## src/rtl/mem_writeback.sv

```systemverilog
// mem_writeback: MEM-WB stage of the pipelined CPU.
// Registers EX results (EX/MEM rank), performs the data-memory access and
// jump resolution, and registers the write-back / redirect outputs (MEM/WB
// rank) that feed fetch_decode. One instruction per cycle, no stalls.
module mem_writeback #(
    parameter int DEPTH  = 32,
    parameter int ADDR_W = 5
) (
    input  logic        clk,
    input  logic        reset,
    input  logic        in_valid,
    input  logic [4:0]  in_pc,
    input  logic [31:0] in_alu_res,
    input  logic [31:0] in_store_data,
    input  logic [4:0]  in_write_reg,
    input  logic        in_reg_wrenable,
    input  logic        in_mem_wrenable,
    input  logic        in_mem_to_reg,
    input  logic [3:0]  in_jmp_type,
    output logic        wb_reg_wrenable,
    output logic [4:0]  wb_write_reg,
    output logic [31:0] wb_write_data,
    output logic        should_jump,
    output logic [4:0]  jump_pc,
    output logic        flush,
    output logic [31:0] retire_count
);

    localparam logic [3:0] JMP_ALWAYS  = 4'd1;
    localparam logic [3:0] JMP_ZERO    = 4'd2;
    localparam logic [3:0] JMP_NONZERO = 4'd3;

    // EX/MEM rank
    logic        em_valid;
    logic [4:0]  em_pc;
    logic [31:0] em_alu_res;
    logic [31:0] em_store_data;
    logic [4:0]  em_write_reg;
    logic        em_reg_wrenable;
    logic        em_mem_wrenable;
    logic        em_mem_to_reg;
    logic [3:0]  em_jmp_type;

    // Data memory and decoded access
    logic [31:0]       mem [DEPTH];
    logic [ADDR_W-1:0] em_addr;
    logic              take;
    logic              do_store;

    // EX/MEM valid: drop the instruction arriving in a taken branch's shadow
    always_ff @(posedge clk) begin
        if (reset) begin
            em_valid <= 1'b0;
        end else begin
            em_valid <= in_valid & ~should_jump;
        end
    end

    // EX/MEM payload: captured whenever EX presents a result
    // NOTE: payload registers carry no reset; em_valid alone qualifies them,
    // so resetting the wide datapath would only cost logic.
    always_ff @(posedge clk) begin
        if (in_valid) begin
            em_pc           <= in_pc;
            em_alu_res      <= in_alu_res;
            em_store_data   <= in_store_data;
            em_write_reg    <= in_write_reg;
            em_reg_wrenable <= in_reg_wrenable;
            em_mem_wrenable <= in_mem_wrenable;
            em_mem_to_reg   <= in_mem_to_reg;
            em_jmp_type     <= in_jmp_type;
        end
    end

    // Word address, store qualification and branch decision for the EX/MEM instruction
    // NOTE: every output of this block gets a default first so no latch is inferred.
    always_comb begin
        em_addr  = em_alu_res[ADDR_W+1:2];
        do_store = em_valid & em_mem_wrenable & ~reset;
        take     = 1'b0;
        case (em_jmp_type)
            JMP_ALWAYS:  take = 1'b1;
            JMP_ZERO:    take = (em_alu_res == 32'd0);
            JMP_NONZERO: take = (em_alu_res != 32'd0);
            default:     take = 1'b0;
        endcase
    end

    // Data memory write port; a store caught by reset is abandoned
    // NOTE: memory contents are deliberately never reset so it maps to a RAM macro.
    always_ff @(posedge clk) begin
        if (do_store) begin
            mem[em_addr] <= em_store_data;
        end
    end

    // MEM/WB rank: write-back, redirect and retire counter
    // NOTE: sequential state uses non-blocking assignments so every register
    // samples pre-edge values regardless of statement order.
    always_ff @(posedge clk) begin
        if (reset) begin
            wb_reg_wrenable <= 1'b0;
            wb_write_reg    <= 5'd0;
            wb_write_data   <= 32'd0;
            should_jump     <= 1'b0;
            jump_pc         <= 5'd0;
            retire_count    <= 32'd0;
        end else begin
            wb_reg_wrenable <= em_valid & em_reg_wrenable & ~em_mem_wrenable;
            should_jump     <= em_valid & take;
            if (em_valid) begin
                wb_write_reg  <= em_write_reg;
                wb_write_data <= em_mem_to_reg ? mem[em_addr] : em_alu_res;
                retire_count  <= retire_count + 32'd1;
                if (take) begin
                    jump_pc <= em_pc;
                end
            end
        end
    end

    assign flush = should_jump;

endmodule

```

## config.mk

```make
export PLATFORM = sky130hd
export DESIGN_NAME = mem_writeback
export DESIGN_NICKNAME = d
export VERILOG_FILES = /design/src/rtl/mem_writeback.sv
export SDC_FILE = /design/constraint.sdc
export NUM_CORES = 1
export LEC_CHECK = 0
export CORE_MARGIN = 4
export CORE_UTILIZATION = 28
export CTS_BUF_LIST = sky130_fd_sc_hd__clkbuf_4 sky130_fd_sc_hd__clkbuf_8
export DETAILED_ROUTE_END_ITERATION = 10
export PLACE_DENSITY = 0.39
export SETUP_SLACK_MARGIN = 0.2
export SYNTH_ARGS = -nofsm -noshare
export SYNTH_HDL_FRONTEND = slang
export SYNTH_SLANG_ARGS = --single-unit
```

## constraint.sdc

```tcl
create_clock -name clk -period 10.11 [get_ports clk]
set_clock_uncertainty 0.05 [all_clocks]
set_input_delay 3.033 -clock clk [delete_from_list [all_inputs] [get_ports clk]]
set_output_delay 3.033 -clock clk [all_outputs]
set_load 0.005 [all_outputs]
```

## Yosys cells after proc, flatten, opt, wreduce, memory -nomap -nowiden

Memory sizes are Yosys's and may differ from the RTL's. A register that Yosys moved wholly into a read port is not among the register bits.
Cells that the tools add are included.

| storage, ports and cells | value |
|---|---|
| register bits after elaboration | 158 |
| RAM bits | 1024 |
| bits of input ports | 84 |
| output and inout port bits | 77 |
| logic and storage cells | 37 |
| memories | 1 |

Memory list:

| name | words | width | read ports | clocked after memory_dff | wr ports | line | RTL |
|---|---|---|---|---|---|---|---|
| mem | 32 | 32 | 1 | 1 | 1 | 45 | `logic [31:0] mem [DEPTH];` |

| cells by class | value |
|---|---|
| $add $sub $neg | 1 |
| eq/ne operators | 3 |
| muxes and demuxes | 5 |
| bitwise operators | 9 |
| reductions and logical operators | 3 |

Operators with widths:

| operator | count |
|---|---|
| 32-bit by 1-bit adder with 32-bit output, second input constant | 1 |
| 32-bit logical NOT | 1 |
| 32-bit 2-to-1 mux | 1 |
| 32-bit nonzero test | 1 |
| 4-bit by 2-bit equality test with 1-bit output, second input constant | 2 |
| 1-bit bitwise AND | 6 |
| 5-bit 2-to-1 mux | 1 |
| 4-bit by 1-bit equality test with 1-bit output, second input constant | 1 |
| 1-bit inverter | 3 |
| 1-bit case mux with 3 select lines | 1 |
| 1-bit 2-to-1 mux | 2 |
| 2-bit AND reduction | 1 |

## Logic depth before layout (Yosys ltp)

| logic depth | value |
|---|---|
| depth after elaboration | 4 |
| mapped depth | 9 |
| mapped depth without buffers | 6 |

## Least setup slack after synthesis

OpenSTA, ideal clock, no wires.

| timing | value |
|---|---|
| path kind | input to register |
| start point | input port reset |
| end point | memory mem[20][0] (enable) |
| library setup time | 0.421 ns |
| data arrival time | 5.186 ns |
| data required time | 9.639 ns |
| slack | 4.453 ns |
| stages on the path | 5 |
| buffers on the path | 1 |
| cells stage by stage | nor2b_1 nand2_1 or3_1 clkbuf_1 nor2_1 |

| between the ends | value |
|---|---|
| longest elaborated chain between the ends | 4 |

Ends and longest elaborated chain:

| item | line | RTL |
|---|---|---|
| from (decl) | 10 | `input logic reset,` |
| 1-bit inverter | 79 | `do_store = em_valid & em_mem_wrenable & ~reset;` |
| 1-bit bitwise AND | 79 |  |
| 1-bit 2-to-1 mux | 92 | `if (do_store) begin` |
| 1-bit 2-to-1 mux (not written as such) | 93 | `mem[em_addr] <= em_store_data;` |
| to (decl) | 45 |  |

No other way between the ends.

## Worst setup path after layout

| timing | value |
|---|---|
| start point | input port reset |
| end point | memory mem[28][21] (enable) |

Same word-level chain as after synthesis.

==> results.cfg <==
[yosys]
synth_area_leaders = edfxtp_1 73%, mux2i_1 6.6%, mux4_2 6.4%, dfxtp_1 3.6%, a22oi_1 1.1%
ys_ff_latch = 1187
synthSimpleGateAreaFrac_pct = 3.99
yosys.area.top_type = edfxtp_1
synth_compound_area_share_pct = 3.90
synth_area_per_cell_sq_um = 18.8
yosysWarnings = 0
synthFlopType = edfxtp_1
synthDistinctLibCells = 52
yosysMostFrequentCell = edfxtp_1
synth.area.mux_share_pct = 13.2
synth_top_area_share_pct = 73.5
syn_nets = 2492
synth_fa_ha_area_share_pct = 0.0277
async_flop_share_pct = 0
synth_edf_count = 1105
synth.cell_area_sq_um = 45200
synth_xor_area_share_pct = 0.524
synth-seq-area-share_pct = 77.1
synth_top_family_by_area = multiplexers
ys_top_cells_by_count = 1105 x edfxtp_1, 299 x mux2i_1, 128 x mux4_2
syn_inst = 2407

[die]
start_util_pct = 28.2
rows = 147
io_pins = 161
design.die.area_sq_um = 168000
core_region_area_sq_um = 160000
dieWidth_um = 410
die_h_um = 410

[clock_network]
h-tree-depth = 4
numCtsBuffers = 205
cts-root-buf = clkbuf_8
clk_pin_slew_ns = 0.06
cts.sinks = 1187
post_cts_resized = 0
clk_path_buf_depth = 3
ctsHoldBuffers = 0
clock_latency_ns = 0.92
cts_setup_buffers = 0
cts_tree = built

[layout]
final_util_pct = 33.6
area_growth_pct = 19.1
final_nets = 2790
drive_gt1_share_pct = 20.4
largest_reg_flops = 1024
regMostFlops = mem
fillers = 15400

[pwr]
p_leak_nw = 17.5
pwr-share-comb_pct = 7.6
cellPowerDensity_nw_per_um2 = 200
swShare_pct = 24.5
power_frac_clock_pct = 41.1
seqPwrFrac_pct = 51.3
p_switching_mw = 2.64
internal-power_mw = 8.13
ir_drop_uv = 134

[timing]
setup-tns-final_ns = 0
timing.final.ws_setup_ns = 4.80
timing.final.crit_share_pct = 52.6
slew_violations = 0
slew_headroom_pct = 9.20
setup-violations-final = 0
fmax_mhz = 188
rsz0062_at_grt = no
worstMarginPinSlew_ns = 1.36
holdWs_ns = 0.421
fin_crit_ns = 5.31
finalHoldViolCount = 0

[critical_path]
worstPathArrival_ns = 5.77
worstSetupStartpointType = primary input
cp-startpoint = reset
worstRegToRegCells = 7
end_kind = flop
path_max_fanout = 32
required_ns = 10.56
critPathKind = primary input to flop

[route]
drc = 0
drtPass1Iterations = 5
drt-vias-per-instance = 4.77
dr_total_vias = 24000
routedWlPerCell_um = 29.1
drtIter0Drc = 2152
ant_nets = 0
drt-total-wl_mm = 147

[global_routing]
grt_max_degree = 113
grt-ovfl-total = 0
antenna_found_initial = 12
use_met1_pct = 24.1
grt_pass1_vias = 24800
use_met2_pct = 27.5
grt.total_usage_pct = 17.2
use_met3_pct = 3.85
grt-busiest-layer = met2
grt_first_pass_wirelength_mm = 202

[hold_path]
hold_class = flop to flop
min_path_cells = 1
hold_start = flush$_SDFF_PP0_

[place]
dp_hpwl_mm = 92.4
dp_slack_ns = 3.88
gp_congestion = 0.790
port_buffers = 160

[run]
cap_violations = 0

[run_status]
status = finished, final reports clean
## metal layers
layer	wire (um)	part of all wire [%]
met1	66800	45
met2	68700	47
met3	9000	6.1
met4	2420	1.6
met5	0	0
## stage by stage
stage          total power, mW  cells  cell area [sq um]
2_1_floorplan             6.00   2407              45200
3_3_place_gp              6.46   4658              49700
3_5_place_dp              6.47   4658              49700
4_1_cts                   10.9   5040              53800
5_1_grt                   11.2   5041              53800
6_report                  10.8   5043              53800
## area by class of cell
| class | count | area, sq um | share of cell area [%] |
|---|---|---|---|
| Antenna cell | 3 | 7.51 | 0.0140 |
| Clock buffer | 279 | 3410 | 6.33 |
| Clock inverter | 103 | 731 | 1.36 |
| Inverter | 2 | 7.51 | 0.0140 |
| Multi-Input combinational cell | 1087 | 10000 | 18.6 |
| Sequential cell | 1187 | 34800 | 64.7 |
| Tap cell | 2160 | 2700 | 5.02 |
| Timing Repair Buffer | 222 | 2080 | 3.86 |
## power groups by stage
stage | Combinational, mW | Sequential, mW | Clock (mW)
after floorplan | 0.384 | 5.62 | 0
after global placement | 0.835 | 5.63 | 0
after detailed placement | 0.841 | 5.63 | 0
after CTS | 0.842 | 5.53 | 4.58
after global routing | 0.866 | 5.53 | 4.82
final | 0.822 | 5.52 | 4.43
## layout by cell type, fill, tap and decap left out, types with 7 or more instances in the layout
cell	count
nor2b_1	17
clkbuf_4	69
a21o_1	16
o21ai_0	44
nand2b_1	29
clkbuf_8	210
nand3_1	8
bufinv_16	8
dfxtp_1	76
clkdlybuf4s50_1	158
nor2_1	91
xor2_1	23
buf_4	62
a22oi_1	64
nand3b_1	8
nor4_1	22
clkinv_1	54
nand4_1	15
nand2_1	34
nor2_4	33
o22ai_1	64
mux4_2	128
nor3_1	48
clkinv_2	25
edfxtp_1	1105
mux2i_1	299
a21oi_1	67
o2bb2ai_1	15
o21ai_1	7
## final timing paths
kind | to | slack, ns
max | mem[28][21]$_DFFE_PP_ | 4.80
min | em_valid$_SDFF_PP0_ | 0.42
max reg2reg | wb_write_data[28]$_SDFFE_PP0P_ | 5.72
min reg2reg | em_valid$_SDFF_PP0_ | 0.42
## worst max-delay path, stage by stage
cell and delay (ns):
buf_4 0.22, nor2b_1 0.49, nand2_1 0.17, or3_1 0.66, nor2_4 1.12
## cell families (layout without fill, tap and decap cells)
family                     after synthesis  after routing
DFF                                   1187           1187
muxes                                  433            433
and+or+nand+nor                        346            346
AOI/OAI and AO/OA                      280            280
buffers and inverters                  133            606
xor gates and xnor gates                27             27
adders and majority gates                1              1
other                                    0              3
(Power assumes the default switching activity.)
==> variant 1: new RTL, same settings <==
Put one more register stage on the output `retire_count`, without a reset. The value now appears one clock later. The other outputs are not delayed to match.
--- a/src/rtl/mem_writeback.sv
+++ b/src/rtl/mem_writeback.sv
@@ -30,4 +30,6 @@
     localparam logic [3:0] JMP_ZERO    = 4'd2;
     localparam logic [3:0] JMP_NONZERO = 4'd3;
+
+    logic [31:0] retire_count_s0;
 
     // EX/MEM rank
@@ -105,5 +107,5 @@
             should_jump     <= 1'b0;
             jump_pc         <= 5'd0;
-            retire_count    <= 32'd0;
+            retire_count_s0 <= 32'd0;
         end else begin
             wb_reg_wrenable <= em_valid & em_reg_wrenable & ~em_mem_wrenable;
@@ -112,5 +114,5 @@
                 wb_write_reg  <= em_write_reg;
                 wb_write_data <= em_mem_to_reg ? mem[em_addr] : em_alu_res;
-                retire_count  <= retire_count + 32'd1;
+                retire_count_s0 <= retire_count_s0 + 32'd1;
                 if (take) begin
                     jump_pc <= em_pc;
@@ -122,4 +124,8 @@
     assign flush = should_jump;
 
+    always_ff @(posedge clk) begin
+        retire_count <= retire_count_s0;
+    end
+
 endmodule
 
Formal check against the unedited RTL: not equivalent (a bounded check fails within 4 cycles, from zero or initial values and one cycle with reset high).
==> variant 1 against the unedited design <==
The run now ends with capacitance limit left; hold slack worse by 0.11 ns; clock power up 7.0%; synthesized area is 1.2% higher; worst setup slack got worse by 0.020 ns; power up 4.1%; fmax decreased by 0.38%; cell area rose by 1.8%; global-route usage shrank 0.38 points; core utilization is 0.15 points higher; synthesized cell count increased by 1.0%; routed wire length down 1.3%; sequential cell count grew 32; count of clock-buffer cells in the layout rose by 18; largest cell class unchanged; largest power group unchanged; highest routed layer is now met5.
==> variant 1: results (changes against the unedited design) <==
* Max-Slew Margin vs Limit at 1.60% (-7.6 points)
* R2r setup slk at 6.11 ns (+0.39 ns)
* Via Count at 24387 (+1.4%)
* Seq/Total Area, Yosys at 77.6% (+0.46 points)
* # nets final at 2829 (+1.4%)
* Initial antenna violation count at 15 (+3)
* Post-Syn Nets at 2516 (+0.96%)
* Max FO, Critical Path at 34 (+6.3%)
* Unique masters post-synth at 50 (-3.8%)
* Filler instances at 15596 (+0.96%)
* Cells after DPL at 4706 (+1.0%)
* # rows at 148 (+0.68%)
* WL met1 at 67.7 mm (+1.3%)
* Synth Area in Compound Gates at 3.87% (-0.028 points)
* Combinational fraction of design power at 7.2% (-0.4 points)
* Total CTS buffers at 210 (+2.4%)
* Lkg Pwr at 0.0179 uW (+2.2%)
* Layout cell share with drive strength beyond 1 at 21.0% (+0.65 points)
* HP Start: retire_count_s0[22]
* Peak VDD IR at 0.136 mV (+1.2%)
* Met2 GRT Util at 25.7% (-1.8 points)
* Max Cap Violations at 1 (+1)
* GPL Wtd Cong at 0.821 (+4.0%)
* Largest net degree at the start of global routing at 68 (-40%)
* Status: finished, violations left
* Failing checks: capacitance limit
* Final HPWL DP at 92.9 mm (+0.57%)
* Vias in the first global route at 24832 (+0.30%)
* Sw Pwr at 2700 uW (+2.2%)
* Highest metal used: met5
* Seq pwr at 5660 uW (+3%)
* Routed length on met3 at 9.79 mm (+8.8%)
* Met1 global-route usage at 24.4% (+0.24 points)
* 1st-pass router iterations at 7 (+2)
* Met2 routed WL at 64.7 mm (-5.8%)
variant 1: stage by stage:
stage / worst slack, ns / power (uW) / utilization, %
2_1_floorplan: 4.29 / 6130 / -
3_3_place_gp: 3.85 / 6590 / 30.9
3_5_place_dp: 3.91 / 6590 / 30.9
4_1_cts: 4.77 / 11400 / 33.7
5_1_grt: 4.75 / 11600 / 33.7
6_report: 4.77 / 11200 / 33.7
variant 1: final cells by class:
| cell class | instances | area (sq um) | area share [%] |
|---|---|---|---|
| multi-input combinational | 1075 | 9920 | 18.1 |
| clock inverter | 100 | 842 | 1.54 |
| antenna | 8 | 20.0 | 0.0365 |
| sequential | 1219 | 35500 | 64.8 |
| inverter | 6 | 22.5 | 0.0411 |
| tap | 2175 | 2720 | 4.97 |
| timing repair buffer | 232 | 2150 | 3.92 |
| clock buffer | 297 | 3620 | 6.62 |
variant 1: path summary, 6_finish.rpt:
path	cells past startpoint	end
max	5	mem[22][30]
min	0	retire_count[22]
max reg2reg	7	wb_write_data[4]
min reg2reg	0	retire_count[22]
==> variant 2: new RTL, config.mk and constraints unchanged <==
Made on the original files. The parameter `ADDR_W` goes from 5 to 3.
--- a/src/rtl/mem_writeback.sv
+++ b/src/rtl/mem_writeback.sv
@@ -5,5 +5,5 @@
 module mem_writeback #(
     parameter int DEPTH  = 32,
-    parameter int ADDR_W = 5
+    parameter int ADDR_W = 3
 ) (
     input  logic        clk,
Formal check against the unedited RTL: not equivalent (a bounded check fails within 4 cycles, from zero or initial values and one cycle with reset high).
==> variant 2 against the unedited design <==
Via count decreased by 65%; synthesized area fell by 66%; hold slack improved by 0.0080 ns; routed wire length shrank 73%; worst setup slack better by 0.56 ns; sequential cell count is 770 lower; cell area decreased by 64%; register-to-register slack gained 1.4 ns; power shrank 65%; cell count decreased by 63%; critical endpoint is now retire_count[16].
==> variant 2: results (changes against the unedited design) <==
* Fraction of the mapped netlist area in adder cells at 0.0808% (+0.053 points)
* Drt wl/cell at 21.6 microns (-26%)
* Area after DPL at 17900 sq um (-64%)
* P_int at 2950 uW (-64%)
* 1st-iter DRT viols at 400 (-81%)
* Number of H-tree levels at 3 (-1)
* Met1 global-route usage at 18.3% (-5.9 points)
* Lkg Pwr at 0.00642 uW (-63%)
* Global-route wire length before repair at 59.5 mm (-71%)
* Routed length on met3 at 2.10 mm (-77%)
* Synth Area in Compound Gates at 3.43% (-0.47 points)
* Synth cell count leaders: edfxtp_1 (337), dfxtp_1 (80), nor2_1 (80), a21oi_1 (66), mux4_2 (64)
* Hold_ws at 0.429 ns (+0.00796 ns)
* CP startpoint: retire_count[16]
* Peak VDD IR at 0.0856 mV (-36%)
* Highest metal used: met5
* Initial antenna violation count at 3 (-9)
* GRT Total Usage at 13.4% (-3.8 points)
* Critical Path Sink: retire_count[16]
* Worst R2R Path Depth at 6 (-1)
* Met2 routed WL at 18.4 mm (-73%)
* Min Tclk post-route at 4.76 ns (-0.559 ns)
* Total CTS buffers at 76 (-63%)
* Unique masters post-synth at 35 (-33%)
* Post-synth EDFFs at 337 (-70%)
* Area contributors post-synth: edfxtp_1 (65%), dfxtp_1 (10%), mux4_2 (9.3%)
* Post-Syn Nets at 953 (-62%)
* Max reg flops at 256 (-75%)
* CP top delay family: buffers and inverters
* Met2 GRT Util at 21.1% (-6.4 points)
* Least-Margin Pin Slew at 1.18 ns (-0.174 ns)
* Hold Path Depth at 2 (+1)
* Mux cell area share after synthesis at 12.3% (-0.84 points)
* CP max stage delay at 0.60 ns (-0.52 ns)
* Pwr Density at 195 nW/um^2 (-2.4%)
* FF-to-FF End: wb_write_data[31]
* Combinational fraction of design power at 5.8% (-1.8 points)
* Cells after DPL at 1697 (-64%)
* Clk Latency, worst-skew pair at 0.61 ns (-0.31 ns)
* Flop pwr share at 51.4% (about the same)
* Final HPWL DP at 23.4 mm (-75%)
* Crit path max-delay cell type: clkdlybuf4s50_1
* GPL Wtd Cong at 0.686 (-13%)
* Met3 Track Usage GR at 3.74% (-0.11 points)
* Largest net degree at the start of global routing at 65 (-42%)
* Vias in the first global route at 8868 (-64%)
* Status: completed
* R2r setup slk at 7.15 ns (+1.43 ns)
* Hold EP: jump_pc[0]
* WL met1 at 18.4 mm (-72%)
* Max FO, Critical Path at 7 (-78%)
* Xor and xnor area share after synthesis at 1.64% (+1.1 points)
* Syn Inst Count at 868 (-64%)
* Worst slack at placement at 4.75 ns (+0.870 ns)
==> variant 2: changes by cell type in the layout (fill, tap and decap cells not counted), sizes merged, moves of 63 or more <==
cell,delta
mux4,-64
o22ai,-64
clkbuf,-159
edfxtp,-768
clkinv,-63
mux2i,-256
a22oi,-64
==> variant 2: final cells by class <==
| type | count | area [sq um] |
|---|---|---|
| Antenna cell | 3 | 7.51 |
| Clock buffer | 120 | 1480 |
| Clock inverter | 21 | 110 |
| Fill cell | 5186 | 34700 |
| Inverter | 2 | 7.51 |
| Multi-Input combinational cell | 404 | 3570 |
| Sequential cell | 417 | 11700 |
| Tap cell | 696 | 871 |
| Timing Repair Buffer | 178 | 1730 |
==> variant 2: tightest hold or removal path: stages, from the launching register on <==
cell	delay, ns
dfxtp_1	0.31
nand2b_1	0.06
mux2i_1	0.06
